### src/rtl/hazard_control_pkg.sv
// Shared definitions for the pipeline interlock controller.
// Optional statistics counters are enabled with HAZARD_STATS_EN (off by default).
package hazard_control_pkg;

    localparam int unsigned REG_W   = 5;
    localparam int unsigned WAIT_W  = 8;
    localparam int unsigned STATE_W = 2;

    typedef enum logic [STATE_W-1:0] {
        HZ_RUN      = 2'd0,
        HZ_LD_STALL = 2'd1,
        HZ_BR_WAIT  = 2'd2,
        HZ_MEM_WAIT = 2'd3
    } hz_state_e;

endpackage

### src/rtl/hazard_control_wait_timer.sv
// Wait-episode timer: saturating counter plus sticky timeout flag.
module hazard_wait_timer
    import hazard_control_pkg::*;
(
    input  logic              CLK,
    input  logic              RESET,
    input  logic              hold,
    input  logic              chk,
    input  logic [WAIT_W-1:0] limit,
    output logic              err
);

    logic [WAIT_W-1:0] count;

    // Count while the FSM stays in a wait state; latch error on limit hit
    always_ff @(posedge CLK) begin
        if (!RESET) begin
            count <= '0;
            err   <= 1'b0;
        end else begin
            if (hold) begin
                if (count != '1) begin
                    count <= count + WAIT_W'(1);
                end
            end else begin
                count <= '0;
            end
            if (chk && (count == limit)) begin
                err <= 1'b1;
            end
        end
    end

endmodule

### src/rtl/hazard_control.sv
// Pipeline interlock controller: load-use, branch/JR wait, memory and fetch stalls.
// Define HAZARD_STATS_EN to add stall/bubble/load-use statistics counters.
module hazard_control
    import hazard_control_pkg::*;
#(
    parameter int unsigned BR_MAX_WAIT  = 3,
    parameter int unsigned MEM_MAX_WAIT = 255
`ifdef HAZARD_STATS_EN
    ,
    parameter int unsigned CNT_W        = 32
`endif
) (
    input  logic             CLK,
    input  logic             RESET,
    input  logic [REG_W-1:0] ID_rs,
    input  logic [REG_W-1:0] ID_rt,
    input  logic             ID_uses_rt,
    input  logic             EXE_load,
    input  logic [REG_W-1:0] EXE_WriteReg,
    input  logic             FU_stall,
    input  logic             MEM_busy,
    input  logic             IF_busy,
    output logic             PC_write,
    output logic             IFID_write,
    output logic             IDEXE_bubble,
    output logic             EXEMEM_write,
    output logic             MEMWB_bubble,
    output logic [1:0]       hz_state,
    output logic             hz_error
`ifdef HAZARD_STATS_EN
    ,
    output logic [CNT_W-1:0] stall_cycles,
    output logic [CNT_W-1:0] bubble_count,
    output logic [CNT_W-1:0] load_use_count
`endif
);

    hz_state_e         state;
    hz_state_e         state_nxt;
    logic              load_use;
    logic              stay_wait;
    logic              timeout_chk;
    logic [WAIT_W-1:0] wait_limit;

    // Dependent decode instruction needs the value the EXE load has not fetched yet
    assign load_use = EXE_load && (EXE_WriteReg != '0) &&
                      ((EXE_WriteReg == ID_rs) || (ID_uses_rt && (EXE_WriteReg == ID_rt)));

    // State register
    always_ff @(posedge CLK) begin
        if (!RESET) begin
            state <= HZ_RUN;
        end else begin
            state <= state_nxt;
        end
    end

    // Hazard arbitration: MEM_busy > load_use > FU_stall > IF_busy
    always_comb begin
        state_nxt    = HZ_RUN;
        PC_write     = 1'b1;
        IFID_write   = 1'b1;
        IDEXE_bubble = 1'b0;
        EXEMEM_write = 1'b1;
        MEMWB_bubble = 1'b0;
        if (MEM_busy) begin
            PC_write     = 1'b0;
            IFID_write   = 1'b0;
            EXEMEM_write = 1'b0;
            MEMWB_bubble = 1'b1;
            state_nxt    = HZ_MEM_WAIT;
        end else if (load_use && (state != HZ_LD_STALL)) begin
            // In LD_STALL the EXE slot already holds the bubble, so no second one
            PC_write     = 1'b0;
            IFID_write   = 1'b0;
            IDEXE_bubble = 1'b1;
            state_nxt    = HZ_LD_STALL;
        end else if (FU_stall) begin
            PC_write     = 1'b0;
            IFID_write   = 1'b0;
            IDEXE_bubble = 1'b1;
            state_nxt    = HZ_BR_WAIT;
        end else if (IF_busy) begin
            PC_write     = 1'b0;
            IFID_write   = 1'b0;
            IDEXE_bubble = 1'b1;
        end
        if (!RESET) begin
            PC_write     = 1'b0;
            IFID_write   = 1'b0;
            EXEMEM_write = 1'b0;
            IDEXE_bubble = 1'b1;
            MEMWB_bubble = 1'b1;
            state_nxt    = HZ_RUN;
        end
    end

    // Timer controls: count while staying in a wait state, limit chosen by state
    assign stay_wait   = (state_nxt == state) &&
                         ((state == HZ_BR_WAIT) || (state == HZ_MEM_WAIT));
    assign timeout_chk = ((state == HZ_BR_WAIT) && FU_stall) ||
                         ((state == HZ_MEM_WAIT) && MEM_busy);
    assign wait_limit  = (state == HZ_MEM_WAIT) ? WAIT_W'(MEM_MAX_WAIT) : WAIT_W'(BR_MAX_WAIT);
    assign hz_state    = state;

    hazard_wait_timer u_timer (
        .CLK   (CLK),
        .RESET (RESET),
        .hold  (stay_wait),
        .chk   (timeout_chk),
        .limit (wait_limit),
        .err   (hz_error)
    );

`ifdef HAZARD_STATS_EN
    // Free-running statistics counters, wrap on overflow
    always_ff @(posedge CLK) begin
        if (!RESET) begin
            stall_cycles   <= '0;
            bubble_count   <= '0;
            load_use_count <= '0;
        end else begin
            if (!PC_write) begin
                stall_cycles <= stall_cycles + CNT_W'(1);
            end
            if (IDEXE_bubble) begin
                bubble_count <= bubble_count + CNT_W'(1);
            end
            if (load_use) begin
                load_use_count <= load_use_count + CNT_W'(1);
            end
        end
    end
`endif

endmodule

### config.mk
export PLATFORM = sky130hd
export DESIGN_NAME = hazard_control
export DESIGN_NICKNAME = d
export VERILOG_FILES = /design/src/rtl/hazard_control_pkg.sv /design/src/rtl/hazard_control_wait_timer.sv /design/src/rtl/hazard_control.sv
export SDC_FILE = /design/constraint.sdc
export NUM_CORES = 1
export LEC_CHECK = 0
export ABC_AREA = 1
export CAP_MARGIN = 15
export CORE_MARGIN = 2
export CORE_UTILIZATION = 30
export CTS_BUF_LIST = sky130_fd_sc_hd__clkbuf_8
export DETAILED_ROUTE_END_ITERATION = 12
export HOLD_SLACK_MARGIN = 0.02
export SLEW_MARGIN = 25
export SYNTH_ARGS = -nofsm -noshare
export SYNTH_HDL_FRONTEND = slang
export SYNTH_SLANG_ARGS = --single-unit
export TNS_END_PERCENT = 50
### constraint.sdc
create_clock -name CLK -period 4 [get_ports CLK]
set_clock_uncertainty 0.1 [all_clocks]
set_input_delay 0.4 -clock CLK [delete_from_list [all_inputs] [get_ports CLK]]
set_output_delay 0.4 -clock CLK [all_outputs]
set_load 0.05 [all_outputs]
==> results of run 1 <==
[cells by family (layout without fill, tap and decap cells)]
logic type | after synthesis | after routing | synth area share (%)
and+or+nand+nor | 79 | 79 | 42.8
buffers and inverters | 26 | 58 | 12.8
DFF | 11 | 11 | 27.7
AOI/OAI and AO/OA | 10 | 10 | 8.50
xor gates and xnor gates | 6 | 6 | 6.62
adders and majority gates | 1 | 1 | 1.57
[per-stage QoR]
step | util (%) | total power [W]
finish | 46.4 | 0.000298
global route | 46.4 | 0.000312
CTS | 46.4 | 0.000300
detailed placement | 44.6 | 0.000189
global placement | 44.6 | 0.000189
floorplan | - | 0.000155
[path summary, 6_finish.rpt]
path | from | end | slack (ns) | depth (start not counted)
max | EXE_WriteReg[0] | IDEXE_bubble | 1.07 | 12
min | u_timer.err | u_timer.err | 0.36 | 2
min reg2reg | u_timer.err | u_timer.err | 0.36 | 2
max reg2reg | u_timer.count[2] | u_timer.count[4] | 2.47 | 9
[placed cells by master, fill, tap and decap left out]
cell type / n
o21bai_1: 1
inv_1: 24
o21ai_1: 1
o21ai_0: 1
nand3_4: 1
nand2_2: 3
o41ai_1: 1
nor2_1: 22
nor3_1: 1
xor2_1: 3
a21oi_1: 5
dfxtp_1: 11
nand4_1: 2
nand2_1: 42
clkdlybuf4s50_1: 29
nand3_1: 7
clkbuf_8: 3
nor2_4: 1
ha_1: 1
xnor2_1: 3
inv_2: 2
a21oi_4: 1
[final cells by class]
type,instances,area share [%]
Timing Repair Buffer,29,25.0
Tap cell,30,3.24
Sequential cell,11,19.0
Multi-Input combinational cell,96,40.8
Clock buffer,3,3.56
Clock inverter,1,0.324
Inverter,25,8.09
[per-layer routing]
metal | wire length (um) | global-route usage (%)
met1 | 840 | 15.9
met2 | 859 | 19.9
met3 | 87 | 2.81
met4 | 25 | 4.18
met5 | 0 | 0
[state kept, by name, indices dropped and copies added, names as in the netlist]
| name | flops |
|---|---|
| u_timer.count | 8 |
| hz_state | 2 |
| u_timer.err | 1 |
[synthesized netlist by cell type (2+ instances only)]
library cell,n
inv_1,23
nand4_1,2
inv_2,2
nand2_1,42
xnor2_1,3
dfxtp_1,11
nand3_1,7
nor2_1,22
xor2_1,3
a21oi_1,5
nand2_2,3
[where the power goes]
| group | leakage (nW) | switching [W] | internal, W |
|---|---|---|---|
| logic | 0.420 | 0.0000381 | 0.0000352 |
| clock network | 0.0269 | 0.0000439 | 0.0000676 |
| registers | 0.0893 | 0.00000211 | 0.000111 |
| total | 0.536 | 0.0000841 | 0.000214 |
[critical path: stages]
cell	delay, ns
clkdlybuf4s50_1	0.52
inv_1	0.08
nand2_1	0.06
nand2_1	0.05
nor2_1	0.10
nand3_1	0.07
nand2_1	0.08
nand2_2	0.08
nand2_1	0.09
nand2_1	0.05
nand2_1	0.06
clkdlybuf4s50_1	0.79
==> flow_metrics.tcl, run 1 <==
set metrics [dict create \
    ios 30 \
    portBuffers 29 \
    antennaDiodeCount 0 \
    ys_types 21 \
    clk_latency_ns 0.24 \
    detail_route.drc_violations 0 \
    tightest_slew_ns 0.495 \
    post_cts_resize_count 0 \
    die_y_um 55.5 \
    ir_drop_v 0.000219 \
    clk_root_buffer_cell "clkbuf_8" \
    cts_max_path_buffers 2 \
    maxSlewViolCount 0 \
    synth-main-ff-cell "dfxtp_1" \
    placed_area_mm2 0.00111 \
    initial_core_util_pct 31.8 \
    cp_max_fo 5 \
    rsz0062_at_grt "no" \
    wire_per_inst_um 9.29 \
    grt_pass1_wl_um 3110 \
    syn-cell-area_um2 795 \
    die_width_um 55.5 \
    finalCriticalPeriod_ns 2.93 \
    multiInputGateArea_um2 473 \
    yosysSeqAreaShare_pct 27.7 \
    regArea_um2 220 \
    yosys.area.top_type_share_pct 27.7 \
    grt_max_degree 9 \
    crit_type "input port to output pin" \
    synthCells 133 \
    fillers 256 \
    placedCellCount 191 \
    final_cell_area_mm2 0.00116 \
    dp_hpwl_um 1430 \
    fp.dieArea_mm2 0.00308 \
    dr_total_vias 857 \
    syn_to_final_growth_pct 46.0 \
    layoutNonFillerInstCount 195 \
    setup_viol 0 \
    status "complete, no violations" \
    final_nets 189 \
    hold_buffers 0 \
    grt_pass1_vias 754 \
    clkTransAtPathRegs_ns 0.05 \
    powerDensity_mw_per_mm2 257 \
    finalWirelength_um 1810 \
    gp_routability_congestion 0.834 \
    cts_buffers 3 \
    worstSetupEndpointType "output pin" \
    core_area_mm2 0.00250 \
    track_usage_pct 12.3 \
    hold_violations 0 \
    cts.sinks 11 \
    power_leakage_nw 0.536 \
    setup_ws_ns 1.07 \
    first_pass_iters 4 \
    netlist_top_cells_area "dfxtp_1 (28%), nand2_1 (20%), inv_1 (11%)" \
    synth_seq_cells 11 \
    async_reset_ff_share_pct 0 \
    post_cts_buffers 0 \
    antenna_left 0 \
    cp-start-kind "input port" \
    slew_headroom_pct 66.9 \
    yosys_warnings 0 \
    crit_arrival_ns 2.43 \
    finalSetupTns_ns 0 \
    drtIter0Drc 27 \
    ctsHtreeMaxLevel 1 \
    grt_overflow 0 \
    fp-row-count 18 \
    required_ns 3.50 \
    drive_gt1_share_pct 6.67 \
    syn_nets 156 \
    viasPerCell 4.39 \
    synth_edf_count 0 \
    hp-class "flop to flop" \
    synth_top_area_cell "dfxtp_1" \
    avgSynthCellArea_um2 5.97 \
    fmax_mhz 341 \
    whs_ns 0.361 \
    place_ws_ns 1.06 \
    antenna_found_initial 0 \
    period_share_pct 73.3 \
    cts_tree "built" \
    cap_violations 0 \
]
No activity file was read; power rests on OpenSTA's default activity.
==> run 2: changes to the inputs <==
==> constraint.sdc (replaced) <==
create_clock -name CLK -period 2.5 [get_ports CLK]
set_clock_uncertainty 0.1 [all_clocks]
set_input_delay 0.25 -clock CLK [delete_from_list [all_inputs] [get_ports CLK]]
set_output_delay 0.25 -clock CLK [all_outputs]
set_load 0.05 [all_outputs]
==> run 2 against run 1 <==
Total power rose by 60%. Critical path depth fell by 7. Cell area rose by 3.0%. Sequential power rose by 60%. Non-clock buffer count did not move. Setup slack got worse by 0.70 ns. Global-route usage rose by 0.58 points. Die area did not move. Sequential share of layout area fell by 0.56 points. Critical path type unchanged. Largest cell class unchanged.
==> flow_metrics.tcl, run 2 (same netlist as run 1, synthesis figures left out) <==
set metrics [dict create \
    dp_hpwl_um 1500 \
    ir_drop_v 0.000266 \
    portBuffers 29 \
    cts_buffers 3 \
    grt_pass1_wl_um 3220 \
    met3WireLength_um 66 \
    fp.dieArea_mm2 0.00308 \
    finalWirelength_um 1830 \
    powerDensity_mw_per_mm2 401 \
    maxSlewViolCount 0 \
    cts_max_path_buffers 2 \
    antenna_found_initial 0 \
    antennaDiodeCount 0 \
    largest_register "u_timer.count" \
    wl_met2_um 902 \
    cap_violations 0 \
    cp_slowest_stage_delay_ns 0.80 \
    slew_headroom_pct 66.8 \
    hold_buffers 0 \
    antenna_left 0 \
    viasPerCell 4.34 \
    period_share_pct 85.1 \
    whs_ns 0.356 \
    fp-row-count 18 \
    cpLargestDelayFamily "buffers and inverters" \
    drive_gt1_share_pct 9.70 \
    largest_reg_flops 8 \
    multiInputGateArea_um2 478 \
    required_ns 2.15 \
    fmax_mhz 470 \
    hp-class "flop to flop" \
    wire_per_inst_um 9.36 \
    grt_pass1_vias 783 \
    syn_to_final_growth_pct 50.4 \
    cp_slowest_cell "clkdlybuf4s50_1" \
    fillers 256 \
    dr_total_vias 846 \
    grt_overflow 0 \
    die_y_um 55.5 \
    hold_violations 0 \
    track_usage_pct 12.9 \
    post_cts_resize_count 0 \
    setup_ws_ns 0.372 \
    status "complete, no violations" \
    drtIter0Drc 23 \
    final_common_cell "nand2_1" \
    r2r_slack_ns 0.95 \
    core_area_mm2 0.00250 \
    gp_routability_congestion 0.808 \
    tightest_slew_ns 0.497 \
    critPathBufInv 4 \
    detail_route.drc_violations 0 \
    die_width_um 55.5 \
    post_cts_buffers 0 \
    first_pass_iters 4 \
    cp-start-kind "input port" \
    placedCellCount 191 \
    setup_viol 0 \
    top_layer "met4" \
    power_w 0.000479 \
    worstSetupEndpointType "output pin" \
    cts_tree "built" \
    ios 30 \
    cts.sinks 11 \
    cp_max_fo 4 \
    clk_root_buffer_cell "clkbuf_8" \
    crit_arrival_ns 1.78 \
    crit_chain "clkdlybuf4s50_1 > inv_1 > nor2_2 > inv_1 > clkdlybuf4s50_1" \
    ctsHtreeMaxLevel 1 \
    final_nets 189 \
    clkTransAtPathRegs_ns 0.05 \
    finalCriticalPeriod_ns 2.13 \
    place_ws_ns 0.371 \
    mostFrequentLayoutCells "nand2_1 (42), clkdlybuf4s50_1 (26), inv_1 (24)" \
    grt_max_degree 9 \
    m1WireLength_um 821 \
    finalSetupTns_ns 0 \
    clk_latency_ns 0.24 \
    initial_core_util_pct 31.8 \
    regArea_um2 220 \
    crit_type "input port to output pin" \
    layoutNonFillerInstCount 195 \
    rsz0062_at_grt "no" \
    power_leakage_nw 0.552 \
]
[run 2: cell types whose count changed in the layout (fill, tap and decap cells not counted)]
cell	delta
nor2_2	+2
clkdlybuf4s50_1	-3
nor2_1	-2
buf_12	+3
[run 2: report_power, final]
part	switching [W]	leakage, nW	total [W]	internal, W
combinational	0.0000626	0.435	0.000123	0.0000607
clock	0.0000658	0.0269	0.000174	0.000108
sequential	0.00000326	0.0893	0.000182	0.000179
[run 2: final timing paths]
| kind | from | end | depth (start not counted) |
|---|---|---|---|
| setup / recovery | RESET | MEMWB_bubble | 5 |
| hold / removal | u_timer.err | u_timer.err | 2 |
| setup reg to reg | u_timer.count[2] | u_timer.count[4] | 9 |
| hold reg to reg | u_timer.err | u_timer.err | 2 |
[run 2: worst register-to-register path, cell delays in order, from the launching register on]
cell,delay [ns]
dfxtp_1,0.39
nand2_1,0.09
nor2_1,0.14
nand2_1,0.14
nor2_4,0.17
inv_2,0.08
nand2_1,0.09
nor2_1,0.06
xnor2_1,0.13
nor2_1,0.06
[run 2: routing by layer]
metal | GRT usage [%] | vias up
met5 | 0 | -
met4 | 6.27 | 0
met3 | 3.28 | 5
met2 | 21.1 | 17
met1 | 15.5 | 361
li1 | - | 463
[run 2: area by class of cell]
type                       instances  area share, %
multi-input combinational         96           40.0
timing repair buffer              29           26.8
sequential                        11           18.4
inverter                          25           7.85
clock buffer                       3           3.46
tap                               30           3.14
clock inverter                     1          0.314
[run 2: stage by stage]
step / util (%) / instance area [um^2]
after floorplan: - / 800
after global placement: 46.0 / 1150
after detailed placement: 46.0 / 1150
after CTS: 47.8 / 1190
after global routing: 47.8 / 1190
final: 47.8 / 1190
